$ cat config.mk
export PLATFORM = sky130hd
export DESIGN_NAME = lane_sum_accum_flat
export DESIGN_NICKNAME = d
export VERILOG_FILES = /design/src/rtl/lane_sum_accum_if.sv /design/src/rtl/lane_sum_accum.sv /design/src/flat_wrapper.sv
export SDC_FILE = /design/constraint.sdc
export NUM_CORES = 1
export LEC_CHECK = 0
export ABC_CLOCK_PERIOD_IN_PS = 2600
export BUFFER_PORTS_ARGS = -buffer_cell sky130_fd_sc_hd__buf_2
export CORE_MARGIN = 4
export CORE_UTILIZATION = 40
export DETAILED_ROUTE_END_ITERATION = 8
export PLACE_DENSITY_LB_ADDON = 0.2
export REMOVE_ABC_BUFFERS = 1
export SETUP_SLACK_MARGIN = 0.05
export SYNTH_ARGS = -nofsm -noshare
export SYNTH_HDL_FRONTEND = slang
export SYNTH_SLANG_ARGS = --single-unit
export TNS_END_PERCENT = 30
$ cat constraint.sdc
create_clock -name clk -period 2.6 [get_ports clk]
set_clock_uncertainty 0.05 [all_clocks]
set_input_delay 0.26 -clock clk [delete_from_list [all_inputs] [get_ports clk]]
set_output_delay 0.26 -clock clk [all_outputs]
set_load 0.03 [all_outputs]
$ cat src/rtl/lane_sum_accum_if.sv
// Valid/ready bus between a packed-lane producer, lane_sum_accum and its result consumer.
interface lane_sum_accum_if #(
  parameter int unsigned LANES  = 2,
  parameter int unsigned LANE_W = 4,
  parameter int unsigned CNT_W  = 8
);
  logic                      in_valid;
  logic                      in_ready;
  logic [LANES*LANE_W-1:0]   in_data;
  logic                      in_last;
  logic                      in_sat;
  logic                      out_valid;
  logic                      out_ready;
  logic [LANE_W-1:0]         out_sum;
  logic                      out_ovf;
  logic [CNT_W-1:0]          out_beats;

  // Producer/consumer side
  modport master (
    output in_valid, in_data, in_last, in_sat, out_ready,
    input  in_ready, out_valid, out_sum, out_ovf, out_beats
  );

  // Accumulator side
  modport slave (
    input  in_valid, in_data, in_last, in_sat, out_ready,
    output in_ready, out_valid, out_sum, out_ovf, out_beats
  );
endinterface

$ cat src/rtl/lane_sum_accum.sv
// Sums every lane of every beat in a frame into one LANE_W-bit result,
// wrapping or saturating per frame, with a sticky overflow flag and beat count.
module lane_sum_accum #(
  parameter int unsigned LANES  = 2,
  parameter int unsigned LANE_W = 4,
  parameter int unsigned CNT_W  = 8
) (
  input  logic            clk,
  input  logic            rst_n,
  lane_sum_accum_if.slave bus
);

  // Wide enough for acc plus a full beat of all-ones lanes
  localparam int unsigned SUM_W = LANE_W + $clog2(LANES) + 1;

  typedef enum logic {
    ST_IDLE  = 1'b0,
    ST_ACCUM = 1'b1
  } state_t;

  state_t              r_state;
  state_t              w_state_nxt;
  logic                w_load;

  logic                r_mode;
  logic [LANE_W-1:0]   r_acc;
  logic                r_ovf;
  logic [CNT_W-1:0]    r_cnt;

  logic                r_out_valid;
  logic [LANE_W-1:0]   r_out_sum;
  logic                r_out_ovf;
  logic [CNT_W-1:0]    r_out_beats;

  logic                w_in_ready;
  logic                w_accept;
  logic                w_consume;
  logic                w_mode_eff;
  logic [LANE_W-1:0]   w_lane [LANES];
  logic [SUM_W-1:0]    w_bsum;
  logic [SUM_W-1:0]    w_nxt;
  logic                w_ovf_b;
  logic [LANE_W-1:0]   w_acc_nxt;
  logic                w_ovf_nxt;
  logic [CNT_W-1:0]    w_cnt_nxt;

  // Handshake decode; a held result blocks input unless it is consumed this cycle
  assign w_in_ready = !r_out_valid || bus.out_ready;
  assign w_accept   = bus.in_valid && w_in_ready;
  assign w_consume  = r_out_valid && bus.out_ready;

  // First beat of a frame uses in_sat directly; later beats use the latched mode
  assign w_mode_eff = (r_state == ST_IDLE) ? bus.in_sat : r_mode;

  // Unpack lanes
  for (genvar g = 0; g < LANES; g++) begin : g_lane
    assign w_lane[g] = bus.in_data[g*LANE_W +: LANE_W];
  end

  // Beat sum across all lanes
  always_comb begin
    w_bsum = '0;
    for (int k = 0; k < LANES; k++) begin
      w_bsum = w_bsum + SUM_W'(w_lane[k]);
    end
  end

  // Post-beat accumulator, overflow and count values
  assign w_nxt     = SUM_W'(r_acc) + w_bsum;
  assign w_ovf_b   = |w_nxt[SUM_W-1:LANE_W];
  assign w_acc_nxt = (w_mode_eff && w_ovf_b) ? {LANE_W{1'b1}} : w_nxt[LANE_W-1:0];
  assign w_ovf_nxt = r_ovf | w_ovf_b;
  assign w_cnt_nxt = (r_cnt == {CNT_W{1'b1}}) ? r_cnt : r_cnt + CNT_W'(1);

  // FSM state register
  always_ff @(posedge clk or negedge rst_n) begin
    if (!rst_n) begin
      r_state <= ST_IDLE;
    end else begin
      r_state <= w_state_nxt;
    end
  end

  // FSM next state and result-load strobe
  always_comb begin
    w_state_nxt = r_state;
    w_load      = 1'b0;
    if (w_accept) begin
      if (bus.in_last) begin
        w_load      = 1'b1;
        w_state_nxt = ST_IDLE;
      end else begin
        w_state_nxt = ST_ACCUM;
      end
    end
  end

  // Frame accumulator, latched mode and result registers
  always_ff @(posedge clk or negedge rst_n) begin
    if (!rst_n) begin
      r_mode      <= 1'b0;
      r_acc       <= '0;
      r_ovf       <= 1'b0;
      r_cnt       <= '0;
      r_out_valid <= 1'b0;
      r_out_sum   <= '0;
      r_out_ovf   <= 1'b0;
      r_out_beats <= '0;
    end else begin
      if (w_accept && (r_state == ST_IDLE)) begin
        r_mode <= bus.in_sat;
      end
      if (w_load) begin
        r_acc       <= '0;
        r_ovf       <= 1'b0;
        r_cnt       <= '0;
        r_out_sum   <= w_acc_nxt;
        r_out_ovf   <= w_ovf_nxt;
        r_out_beats <= w_cnt_nxt;
        r_out_valid <= 1'b1;
      end else begin
        if (w_accept) begin
          r_acc <= w_acc_nxt;
          r_ovf <= w_ovf_nxt;
          r_cnt <= w_cnt_nxt;
        end
        if (w_consume) begin
          r_out_valid <= 1'b0;
        end
      end
    end
  end

  assign bus.in_ready  = w_in_ready;
  assign bus.out_valid = r_out_valid;
  assign bus.out_sum   = r_out_sum;
  assign bus.out_ovf   = r_out_ovf;
  assign bus.out_beats = r_out_beats;

endmodule

$ cat src/flat_wrapper.sv
// flat-port wrapper written by rule: the top's interface ports become plain ports
module lane_sum_accum_flat 
#(
  parameter int unsigned LANES  = 2,
  parameter int unsigned LANE_W = 4,
  parameter int unsigned CNT_W  = 8
)
  (clk, rst_n, bus_in_valid, bus_in_data, bus_in_last, bus_in_sat, bus_out_ready, bus_in_ready, bus_out_valid, bus_out_sum, bus_out_ovf, bus_out_beats);
  lane_sum_accum_if #(.LANES(LANES), .LANE_W(LANE_W), .CNT_W(CNT_W)) bus_i ();
  input  logic clk;
  input  logic rst_n;
  input wire logic [$bits(bus_i.in_valid)-1:0] bus_in_valid;
  input wire logic [$bits(bus_i.in_data)-1:0] bus_in_data;
  input wire logic [$bits(bus_i.in_last)-1:0] bus_in_last;
  input wire logic [$bits(bus_i.in_sat)-1:0] bus_in_sat;
  input wire logic [$bits(bus_i.out_ready)-1:0] bus_out_ready;
  output wire logic [$bits(bus_i.in_ready)-1:0] bus_in_ready;
  output wire logic [$bits(bus_i.out_valid)-1:0] bus_out_valid;
  output wire logic [$bits(bus_i.out_sum)-1:0] bus_out_sum;
  output wire logic [$bits(bus_i.out_ovf)-1:0] bus_out_ovf;
  output wire logic [$bits(bus_i.out_beats)-1:0] bus_out_beats;
  assign bus_i.in_valid = bus_in_valid;
  assign bus_i.in_data = bus_in_data;
  assign bus_i.in_last = bus_in_last;
  assign bus_i.in_sat = bus_in_sat;
  assign bus_i.out_ready = bus_out_ready;
  assign bus_in_ready = bus_i.in_ready;
  assign bus_out_valid = bus_i.out_valid;
  assign bus_out_sum = bus_i.out_sum;
  assign bus_out_ovf = bus_i.out_ovf;
  assign bus_out_beats = bus_i.out_beats;
  lane_sum_accum #(.LANES(LANES), .LANE_W(LANE_W), .CNT_W(CNT_W)) u_core (.clk(clk), .rst_n(rst_n), .bus(bus_i));
endmodule
# ---- Word level (Yosys, flattened, before mapping)
# Index checks and enable logic that the tools add are counted.
dict set report word_totals {
  register_bits 29
  inputBits 14
  output_inout_bits 15
  word_cells 38
}
dict set report classes {
  n_addsub 3
  eq_ne 1
  mux 14
  n_bitwise 2
  n_reduce_logical 9
}
# op n
set op_table {}
lappend op_table {{8-bit 2-to-1 mux} 3}
lappend op_table {{4-bit 2-to-1 mux} 3}
lappend op_table {{8-bit by 1-bit adder with 8-bit output (second input constant)} 1}
lappend op_table {{8-bit == test (second input constant)} 1}
lappend op_table {{1-bit 2-to-1 mux} 8}
lappend op_table {{4-bit by 6-bit adder with 6-bit output} 1}
lappend op_table {{4-bit by 4-bit adder with 5-bit output} 1}
lappend op_table {{1-bit logical AND} 4}
lappend op_table {{2-bit nonzero test} 2}
lappend op_table {{2-bit OR reduction} 1}
lappend op_table {{1-bit zero test} 1}
lappend op_table {{1-bit logical OR} 1}
lappend op_table {{1-bit inverter} 1}
lappend op_table {{1-bit OR} 1}

# ---- Longest topological paths before layout
# Gate-level depths: netlist (run 1).
dict set report logic_depth {
  word_depth 7
  mapped_depth 10
  ltp_nobuf 10
}

# ---- Worst setup path before layout (run 1)
# OpenSTA, ideal clock, no wires.
dict set report synth_timing {
  path_kind {input to register}
  startpoint {input port bus_in_data[0]}
  endpoint {register u_core.r_acc[2]}
  setup_ns 0.147
  arrival_time_ns 2.005
  t_required_ns 2.403
  slack_ns 0.399
  stages 10
  n_path_buf 0
  cell_sequence {ha_1 -> inv_1 -> fa_1 -> inv_1 -> fa_1 -> a21o_1 -> nand2_1 -> mux2i_2 -> o21ai_2 -> o311ai_0}
}
dict set report synth_via {
  elab_chain_len 7
}
# element line
set synth_rtl {}
lappend synth_rtl {{from (decl)} flat_wrapper.sv:13} ;# input wire logic [$bits(bus_i.in_data)-1:0] bus_in_data;
lappend synth_rtl {{4-bit by 4-bit adder with 5-bit output (*)} lane_sum_accum.sv:64} ;# w_bsum = w_bsum + SUM_W'(w_lane[k]);
lappend synth_rtl {{4-bit by 6-bit adder with 6-bit output (*)} lane_sum_accum.sv:69} ;# assign w_nxt = SUM_W'(r_acc) + w_bsum;
lappend synth_rtl {{2-bit OR reduction} lane_sum_accum.sv:70} ;# assign w_ovf_b = |w_nxt[SUM_W-1:LANE_W];
lappend synth_rtl {{1-bit logical AND} lane_sum_accum.sv:71} ;# assign w_acc_nxt = (w_mode_eff && w_ovf_b) ? {LANE_W{1'b1}} : w_nxt[LANE_W-1:0];
lappend synth_rtl {{4-bit 2-to-1 mux (*)} lane_sum_accum.sv:71}
lappend synth_rtl {{4-bit 2-to-1 mux (*)} lane_sum_accum.sv:122} ;# if (w_accept) begin
lappend synth_rtl {{4-bit 2-to-1 mux (*)} lane_sum_accum.sv:113} ;# if (w_load) begin
lappend synth_rtl {{to (signal assigned)} lane_sum_accum.sv:123} ;# r_acc <= w_acc_nxt;
lappend synth_rtl {{to (decl)} lane_sum_accum.sv:26} ;# logic [LANE_W-1:0] r_acc;
# Every way passes the cells marked *; elsewhere a longest branch is shown, timed or not. The select of a mux whose other input is x is not followed.
# A chain may end at the register's enable or synchronous reset.

# ---- Worst setup path in the final report (run 1)
dict set report layout_timing {
  startpoint {input port bus_in_data[0]}
  endpoint {register u_core.r_out_sum[3], in the netlist u_core.bus.out_sum[3]}
}
dict set report layout_via {
  elab_chain_len 5
}
# element line
set layout_rtl {}
lappend layout_rtl {{4-bit by 4-bit adder with 5-bit output (*)} lane_sum_accum.sv:64}
lappend layout_rtl {{4-bit by 6-bit adder with 6-bit output (*)} lane_sum_accum.sv:69}
lappend layout_rtl {{2-bit OR reduction} lane_sum_accum.sv:70}
lappend layout_rtl {{1-bit logical AND} lane_sum_accum.sv:71}
lappend layout_rtl {{4-bit 2-to-1 mux (*)} lane_sum_accum.sv:71}
lappend layout_rtl {{to (signal assigned)} lane_sum_accum.sv:117} ;# r_out_sum <= w_acc_nxt;
lappend layout_rtl {{to (decl)} lane_sum_accum.sv:31} ;# logic [LANE_W-1:0] r_out_sum;
# Every way passes the cells marked *; elsewhere a longest branch is shown, timed or not.

==> impl_metrics.py, run 1 <==
metrics = {
    "synthesis": {
        "yosysSeqAreaShare": 0.440,
        "yosys_warnings": 0,
        "synth_area_leaders": "dfrtp_1 44%, ha_1 6.8%, nand2_1 5.5%",
        "yosys.area.top_type": "dfrtp_1",
        "syn_area_um2": 1650,
        "synth-seq-cells": 29,
        "postSynthCellCount": 171,
        "avgSynthCellArea_um2": 9.64,
        "synth.top_cell.area_share": 0.440,
        "yosysUniqueCellTypes": 37,
    },
    "placed_design": {
        "portBuffers": 28,
        "place_area_um2": 1820,
        "place_ws_ps": 98.6,
        "dp.final_hpwl_mm": 2.55,
        "gp_congestion": 0.796,
        "place_inst": 243,
    },
    "sta": {
        "fmax_ghz": 0.455,
        "hold_viol": 0,
        "fin_crit_ps": 2200,
        "rsz0062_at_grt": "false",
        "worst_pin_slew_ps": 654,
        "slew_viol_final": 0,
        "finalSetupTns_ps": 0,
        "maxSlewHeadroom": 0.564,
        "setup_ws_ps": 400,
        "setup_viol": 0,
        "post-route-period-util": 0.846,
    },
    "pwr": {
        "power_leakage_nw": 0.929,
        "power.density_nw_per_um2": 829,
        "pwr-share-comb": 0.354,
        "clkPwrFrac": 0.260,
        "ir_drop_uv": 591,
        "sw_frac_of_total": 0.372,
        "seqPwrFrac": 0.386,
        "p_int_w": 0.00100,
        "p_switching_w": 0.000595,
    },
    "grt": {
        "gr-total-overflow": 0,
        "grt_max_degree": 30,
        "first_global_vias": 1404,
        "grt.total_usage": 0.156,
        "grt_pass1_wl_mm": 6.27,
        "antenna_found_initial": 0,
    },
    "routing": {
        "detail-route-antenna-nets": 0,
        "drt-initial-drc-count": 77,
        "wl_mm": 3.46,
        "vias": 1274,
        "routed_via_density": 5.06,
        "met1Wirelength_mm": 1.60,
        "wl_per_cell_um": 13.7,
        "dr_wl_met2_mm": 1.64,
        "firstDrtPassIters": 4,
        "drc": 0,
        "top_layer_used": "met4",
        "wl_met3_um": 142,
    },
    "run": {
        "maxCapViolations": 0,
    },
    "critical_path": {
        "endpoint_kind": "register",
        "crit_buf_inv": 3,
        "cp_max_fo": 6,
        "critPathRequiredTime_ps": 2700,
        "path_cells": "buf_2 -> ha_1 -> inv_1 -> fa_1 -> inv_1 -> fa_1 -> a21o_1 -> nand2_1 -> mux2i_2 -> nor2_2 -> o31ai_1",
        "start_kind": "input pin",
        "cp.arrival_ps": 2300,
        "path_delay_family": "adder cells",
        "slowest_delay_ps": 470,
        "critPathSlowestCell": "fa_1",
        "crit_type": "in -> reg",
    },
    "clock_tree": {
        "clock-sinks": 29,
        "cts_tree": "done",
        "numCtsBuffers": 5,
        "max-clock-path-buffers": 2,
        "htreeDepth": 2,
        "clk_latency_ps": 290,
        "clk_pin_slew_ps": 60,
        "cts_setup_buffers": 0,
        "root_buffer": "clkbuf_8",
    },
    "final_layout": {
        "area_growth_pct": 17.0,
        "mostFrequentLayoutCells": "29 x dfrtp_1, 28 x buf_2, 24 x nand2_1",
        "mostFrequentLayoutCell": "dfrtp_1",
        "nets": 226,
        "fin_area_um2": 1930,
        "final-instance-count-excl-fill": 252,
        "diodes": 0,
        "drive_gt1_frac": 0.238,
    },
    "floorplanning": {
        "rows": 23,
        "start_util": 0.412,
        "ios": 29,
        "core_um2": 4000,
        "die_height_um": 72.2,
        "dieWidth_um": 72.2,
        "dieArea_um2": 5210,
    },
    "status": {
        "status": "finished clean",
    },
    "min_path": {
        "hold_path_class": "in -> reg",
    },
}
[per-layer routing]
| layer | up-vias | global-route usage |
|---|---|---|
| li1 | 655 | - |
| met1 | 593 | 0.180 |
| met2 | 19 | 0.259 |
| met3 | 7 | 0.0499 |
| met4 | 0 | 0.0772 |
| met5 | - | 0 |
[synthesized netlist by cell type (all sizes together)]
master  number
inv          7
o21a         1
mux2i        7
and3         4
fa           2
nor2        13
clkbuf       2
and2         1
nand2b       2
nor3         2
o31ai        4
xnor2        6
ha           9
nand3        8
a21o         5
mux2         1
dfrtp       29
o311ai       1
buf          4
nand4b       1
a22oi        1
nand3b       1
a21oi       14
a32o         1
o21ai       21
nand2       24
[flip-flops by register name, indices dropped and copies added, names as in the netlist]
signal,cells
u_core.r_acc,4
u_core.r_ovf,1
u_core.bus.out_sum,4
u_core.r_state,1
u_core.bus.out_beats,8
u_core.r_mode,1
u_core.r_cnt,8
u_core.bus.out_ovf,1
u_core.bus.out_valid,1
[power groups by stage]
stage / Combinational [W] / Clock (W) / Sequential (W)
4_1_cts: 0.000574 / 0.000427 / 0.000618
6_report: 0.000566 / 0.000415 / 0.000617
3_5_place_dp: 0.000571 / 0 / 0.000626
5_1_grt: 0.000627 / 0.000454 / 0.000633
3_3_place_gp: 0.000565 / 0 / 0.000621
2_1_floorplan: 0.000313 / 0 / 0.000719
[what timing repair did]
action                                  4_1_cts  5_1_grt
endpoints found under the setup margin        0        0
hold buffers                                  1        0
resized for setup                             0        0
endpoints found under the hold margin        29        0
[logic make-up (layout without fill, tap and decap cells)]
kind of cell / count (synthesis) / after routing / share of synthesized area
buffers and inverters: 13 / 44 / 0.0364
XOR/XNOR: 6 / 6 / 0.0319
AND/OR/NAND/NOR: 56 / 56 / 0.175
flip-flops: 29 / 29 / 0.440
multiplexers: 8 / 8 / 0.0516
adder cells (fa/ha/maj): 11 / 11 / 0.0926
AO/OA/AOI/OAI: 48 / 48 / 0.172
[worst paths after layout]
path,slack [ps],depth (start not counted),to,start
min in group asynchronous,490,2,u_core.r_cnt[7],rst_n
min reg2reg,420,2,u_core.bus.out_beats[1],u_core.bus.out_beats[1]
max in group asynchronous,1590,2,u_core.bus.out_sum[0],rst_n
min,170,2,u_core.r_mode,bus_in_sat
max,400,11,u_core.bus.out_sum[3],bus_in_data[0]
max reg2reg,630,7,u_core.bus.out_sum[3],u_core.r_acc[0]
[per-stage QoR]
| stage | utilization | hold WS [ps] | total power [W] |
|---|---|---|---|
| 3_5_place_dp | 0.454 | 279 | 0.00120 |
| 2_1_floorplan | - | -85.6 | 0.00103 |
| 3_3_place_gp | 0.454 | 269 | 0.00119 |
| 4_1_cts | 0.482 | 168 | 0.00162 |
| 5_1_grt | 0.482 | 166 | 0.00171 |
| 6_report | 0.482 | 173 | 0.00160 |
[final cells by class]
class / instances / area, µm²
multi-input combinational: 129 / 862
sequential: 29 / 726
inverter: 7 / 26.3
timing repair buffer: 29 / 150
fill: 401 / 2070
clock buffer: 7 / 96.3
tap: 50 / 62.6
clock inverter: 1 / 5.00
Power figures use the tool's default switching activity.
==> inputs of run 2 (changes only) <==
Settings changed: ABC_CLOCK_PERIOD_IN_PS 2600 to 2200.
Clock period 2.6 ns to 2.2 ns, I/O delays scaled along.
==> impl_metrics.py, run 2 (synthesized netlist as in run 1, its figures left out) <==
metrics = {
    "status": {
        "status": "finished clean",
    },
    "critical_path": {
        "critPathRequiredTime_ps": 2290,
        "rr_worst_depth": 7,
        "endpoint_kind": "register",
        "cp_max_fo": 4,
        "start_kind": "input pin",
        "r2r_slack_ps": 280,
        "r2r-end": "u_core.r_acc[2]",
        "crit_end": "u_core.r_acc[2]",
        "cp.arrival_ps": 2200,
        "r2r-start": "u_core.r_acc[0]",
        "crit_type": "in -> reg",
        "startpoint": "bus_in_data[0]",
    },
    "final_layout": {
        "drive_gt1_frac": 0.252,
        "nets": 230,
        "n_fill_cell": 402,
        "utilization": 0.493,
        "mostFrequentLayoutCell": "dfrtp_1",
        "mostFrequentLayoutCells": "29 x dfrtp_1, 28 x buf_2, 24 x nand2_1",
        "diodes": 0,
        "final-instance-count-excl-fill": 256,
        "area_growth_pct": 19.7,
    },
    "sta": {
        "whs_ps": 134,
        "setup_viol": 0,
        "worst_pin_slew_ps": 649,
        "fmax_ghz": 0.473,
        "post-route-period-util": 0.960,
        "fin_crit_ps": 2110,
        "rsz0062_at_grt": "true",
        "slew_viol_final": 0,
        "maxSlewHeadroom": 0.567,
        "hold_viol": 0,
        "setup_ws_ps": 87.6,
    },
    "routing": {
        "firstDrtPassIters": 4,
        "detail-route-antenna-nets": 0,
        "wl_mm": 3.49,
        "drc": 0,
        "vias": 1323,
        "routed_via_density": 5.17,
        "wl_per_cell_um": 13.6,
        "drt-initial-drc-count": 87,
    },
    "placed_design": {
        "dp.final_hpwl_mm": 2.66,
        "portBuffers": 28,
        "gp_congestion": 0.789,
        "place_ws_ps": -211,
        "place_inst": 247,
    },
    "floorplanning": {
        "rows": 23,
        "dieArea_um2": 5210,
        "die_height_um": 72.2,
        "start_util": 0.412,
        "dieWidth_um": 72.2,
        "core_um2": 4000,
        "ios": 29,
    },
    "grt": {
        "grt_busiest_layer": "met2",
        "grt.total_usage": 0.157,
        "grt_pass1_wl_mm": 6.27,
        "met1_usage": 0.195,
        "grt_max_degree": 30,
        "grt_util_met2": 0.253,
        "gr-total-overflow": 0,
        "first_global_vias": 1362,
        "met3_usage": 0.0554,
        "antenna_found_initial": 0,
    },
    "run": {
        "maxCapViolations": 0,
    },
    "clock_tree": {
        "root_buffer": "clkbuf_8",
        "clock-sinks": 29,
        "cts_tree": "done",
        "max-clock-path-buffers": 2,
        "clk_pin_slew_ps": 60,
        "htreeDepth": 2,
        "numCtsBuffers": 5,
        "clk_latency_ps": 280,
        "cts_setup_buffers": 0,
    },
    "pwr": {
        "power_leakage_nw": 0.948,
        "power.density_nw_per_um2": 991,
        "ir_drop_uv": 676,
    },
    "min_path": {
        "hold_path_class": "in -> reg",
    },
}
## run 2: changes by cell type in the layout (fill, tap and decap cells not counted)
cell and change:
mux2i_4 +1, buf_4 +4, nor2_4 +1, mux2i_2 -1, nor2_2 -1
## run 2: timing repair
action / in CTS / in global routing
hold buffers: 1 / 0
setup endpoints to repair: 0 / 7
endpoints found under the hold margin: 29 / 0
resized for setup: 0 / 2
## run 2: per-layer routing
metal	share of wire	vias to the layer above	routed length, µm
li1	-	669	-
met1	0.46	624	1610
met2	0.48	24	1670
met3	0.044	6	155
met5	0	-	0
met4	0.015	0	53
## run 2: stage by stage
step / total power (W) / setup TNS [ps] / area (µm²)
6_report: 0.00195 / 0 / 1970
5_1_grt: 0.00210 / -7.86 / 1970
4_1_cts: 0.00196 / 0 / 1960
3_5_place_dp: 0.00147 / -1720 / 1850
3_3_place_gp: 0.00144 / -817 / 1850
2_1_floorplan: 0.00122 / 0 / 1610
## run 2: worst min path at each step
stage / from / endpoint / slack (ps) / cells past startpoint
after detailed placement: rst_n / u_core.bus.out_beats[0] / 240 / 1
final: bus_in_sat / u_core.r_mode / 130 / 2
after CTS: bus_in_sat / u_core.r_mode / 130 / 2
after floorplan: rst_n / u_core.bus.out_beats[0] / -130 / 0
after global placement: rst_n / u_core.bus.out_beats[0] / 230 / 1
after global routing: bus_in_sat / u_core.r_mode / 130 / 2
## run 2: area by class of cell
class,instances,area (µm²),share of cell area
flip-flops and latches,29,726,0.368
well taps,50,62.6,0.0317
inverters,7,26.3,0.0133
clock inverters,1,5.00,0.00254
multi-input cells,129,876,0.444
repair buffers,33,180,0.0914
clock buffers,7,96.3,0.0489
## run 2: report_power, final
group / leakage (nW) / internal [W] / switching, W
logic: 0.523 / 0.000302 / 0.000440
registers: 0.371 / 0.000649 / 0.0000803
clock network: 0.0542 / 0.000282 / 0.000201
## run 2: worst max-delay path: stages
cell and delay (ps):
buf_2 80, ha_1 170, inv_1 60, fa_1 470
inv_1 70, fa_1 430, a21o_1 200, nand2_1 100
mux2i_4 90, o21ai_2 170, o311ai_0 150
==> inputs of run 3 (changes only) <==
Settings changed: SETUP_SLACK_MARGIN 0.05 to 0.4.
==> impl_metrics.py, run 3 (synthesized netlist as in run 1, its figures left out) <==
metrics = {
    "min_path": {
        "min_path_cells": 2,
        "hold_path_class": "in -> reg",
    },
    "sta": {
        "setup_ws_ps": 275,
        "rsz0062_at_grt": "true",
        "hold_viol": 0,
        "setup_viol": 0,
        "post-route-period-util": 0.875,
        "maxSlewHeadroom": 0.562,
        "whs_ps": 133,
        "fmax_ghz": 0.520,
        "fin_crit_ps": 1920,
        "slew_viol_final": 0,
        "worst_pin_slew_ps": 657,
    },
    "pwr": {
        "ir_drop_uv": 680,
        "power_leakage_nw": 0.971,
        "power.density_nw_per_um2": 997,
    },
    "floorplanning": {
        "dieArea_um2": 5210,
        "core_um2": 4000,
        "dieWidth_um": 72.2,
        "ios": 29,
        "rows": 23,
        "start_util": 0.412,
        "die_height_um": 72.2,
    },
    "final_layout": {
        "utilization": 0.516,
        "diodes": 0,
        "drive_gt1_frac": 0.322,
        "seqCellArea_um2": 726,
        "multiInputGateArea_um2": 937,
        "mostFrequentLayoutCells": "29 x dfrtp_1, 26 x buf_2, 23 x nand2_1",
        "fin_area_um2": 2060,
        "n_fill_cell": 389,
        "area_growth_pct": 25.3,
        "nets": 232,
        "mostFrequentLayoutCell": "dfrtp_1",
    },
    "routing": {
        "drt-initial-drc-count": 66,
        "drc": 0,
        "detail-route-antenna-nets": 0,
        "vias": 1327,
        "wl_mm": 3.69,
        "wl_per_cell_um": 14.3,
        "routed_via_density": 5.14,
        "firstDrtPassIters": 4,
    },
    "critical_path": {
        "path_delay_family": "adder cells",
        "path_cells": "buf_8 -> ha_4 -> inv_2 -> fa_2 -> inv_2 -> ha_4 -> a21o_1 -> a21oi_1 -> xnor2_1 -> mux2i_1 -> o31ai_2",
        "cp.arrival_ps": 2030,
        "slowest_delay_ps": 430,
        "cp_max_fo": 2,
        "rr_worst_depth": 7,
        "endpoint_kind": "register",
        "cp.depth": 11,
        "critPathSlowestCell": "fa_2",
        "critPathRequiredTime_ps": 2310,
        "crit_buf_inv": 3,
        "start_kind": "input pin",
        "crit_type": "in -> reg",
    },
    "placed_design": {
        "place_area_um2": 1850,
        "gp_congestion": 0.789,
        "portBuffers": 28,
        "place_ws_ps": -211,
        "dp.final_hpwl_mm": 2.66,
    },
    "grt": {
        "first_global_vias": 1441,
        "grt_max_degree": 30,
        "grt.total_usage": 0.166,
        "gr-total-overflow": 0,
        "antenna_found_initial": 0,
        "grt_pass1_wl_mm": 6.62,
    },
    "clock_tree": {
        "htreeDepth": 2,
        "clk_pin_slew_ps": 60,
        "cts_tree": "done",
        "clk_latency_ps": 290,
        "clock-sinks": 29,
        "max-clock-path-buffers": 2,
        "numCtsBuffers": 5,
        "root_buffer": "clkbuf_8",
    },
    "run": {
        "maxCapViolations": 0,
    },
    "status": {
        "status": "finished clean",
    },
}
run 3: where the power goes:
group	internal (W)	switching, W
clock network	0.000282	0.000204
logic	0.000354	0.000485
registers	0.000649	0.0000849
total	0.00129	0.000773
run 3: repair_timing:
| action | 4_1_cts | 5_1_grt |
|---|---|---|
| hold buffers | 1 | 0 |
| hold endpoints to repair | 29 | 0 |
| pin swaps | 16 | 3 |
| gates cloned | 0 | 0 |
| gates resized for setup | 19 | 2 |
| buffers inserted | 2 | 0 |
| setup endpoints to repair | 10 | 13 |
run 3: per-stage QoR:
step	TNS, ps	power (W)	std cells
after floorplan	0	0.00122	165
after global placement	-817	0.00144	247
after detailed placement	-1720	0.00147	247
after CTS	0	0.00207	258
after global routing	0	0.00220	258
final	0	0.00206	258
run 3: worst paths after layout:
path	startpoint	end	slack (ps)
worst max-delay path	bus_in_data[4]	u_core.bus.out_sum[3]	280
worst min register to register	u_core.bus.out_beats[5]	u_core.bus.out_beats[5]	430
worst max register to register	u_core.r_acc[0]	u_core.r_acc[2]	380
worst min-delay path	bus_in_sat	u_core.r_mode	130
max in group asynchronous	rst_n	u_core.bus.out_beats[7]	1230
min in group asynchronous	rst_n	u_core.bus.out_beats[0]	450
run 3: routing by layer:
metal,global-route usage,vias to the layer above,routed length [µm]
met3,0.0554,8,137
met2,0.274,24,1790
met5,0,-,0
met1,0.200,623,1700
li1,-,672,-
met4,0.0626,0,68
run 3: cell type report:
| cell class | count | share of cell area |
|---|---|---|
| Multi-Input combinational cell | 129 | 0.454 |
| Sequential cell | 29 | 0.352 |
| Timing Repair Buffer | 35 | 0.102 |
| Clock buffer | 7 | 0.0467 |
| Tap cell | 50 | 0.0303 |
| Inverter | 7 | 0.0127 |
| Clock inverter | 1 | 0.00242 |
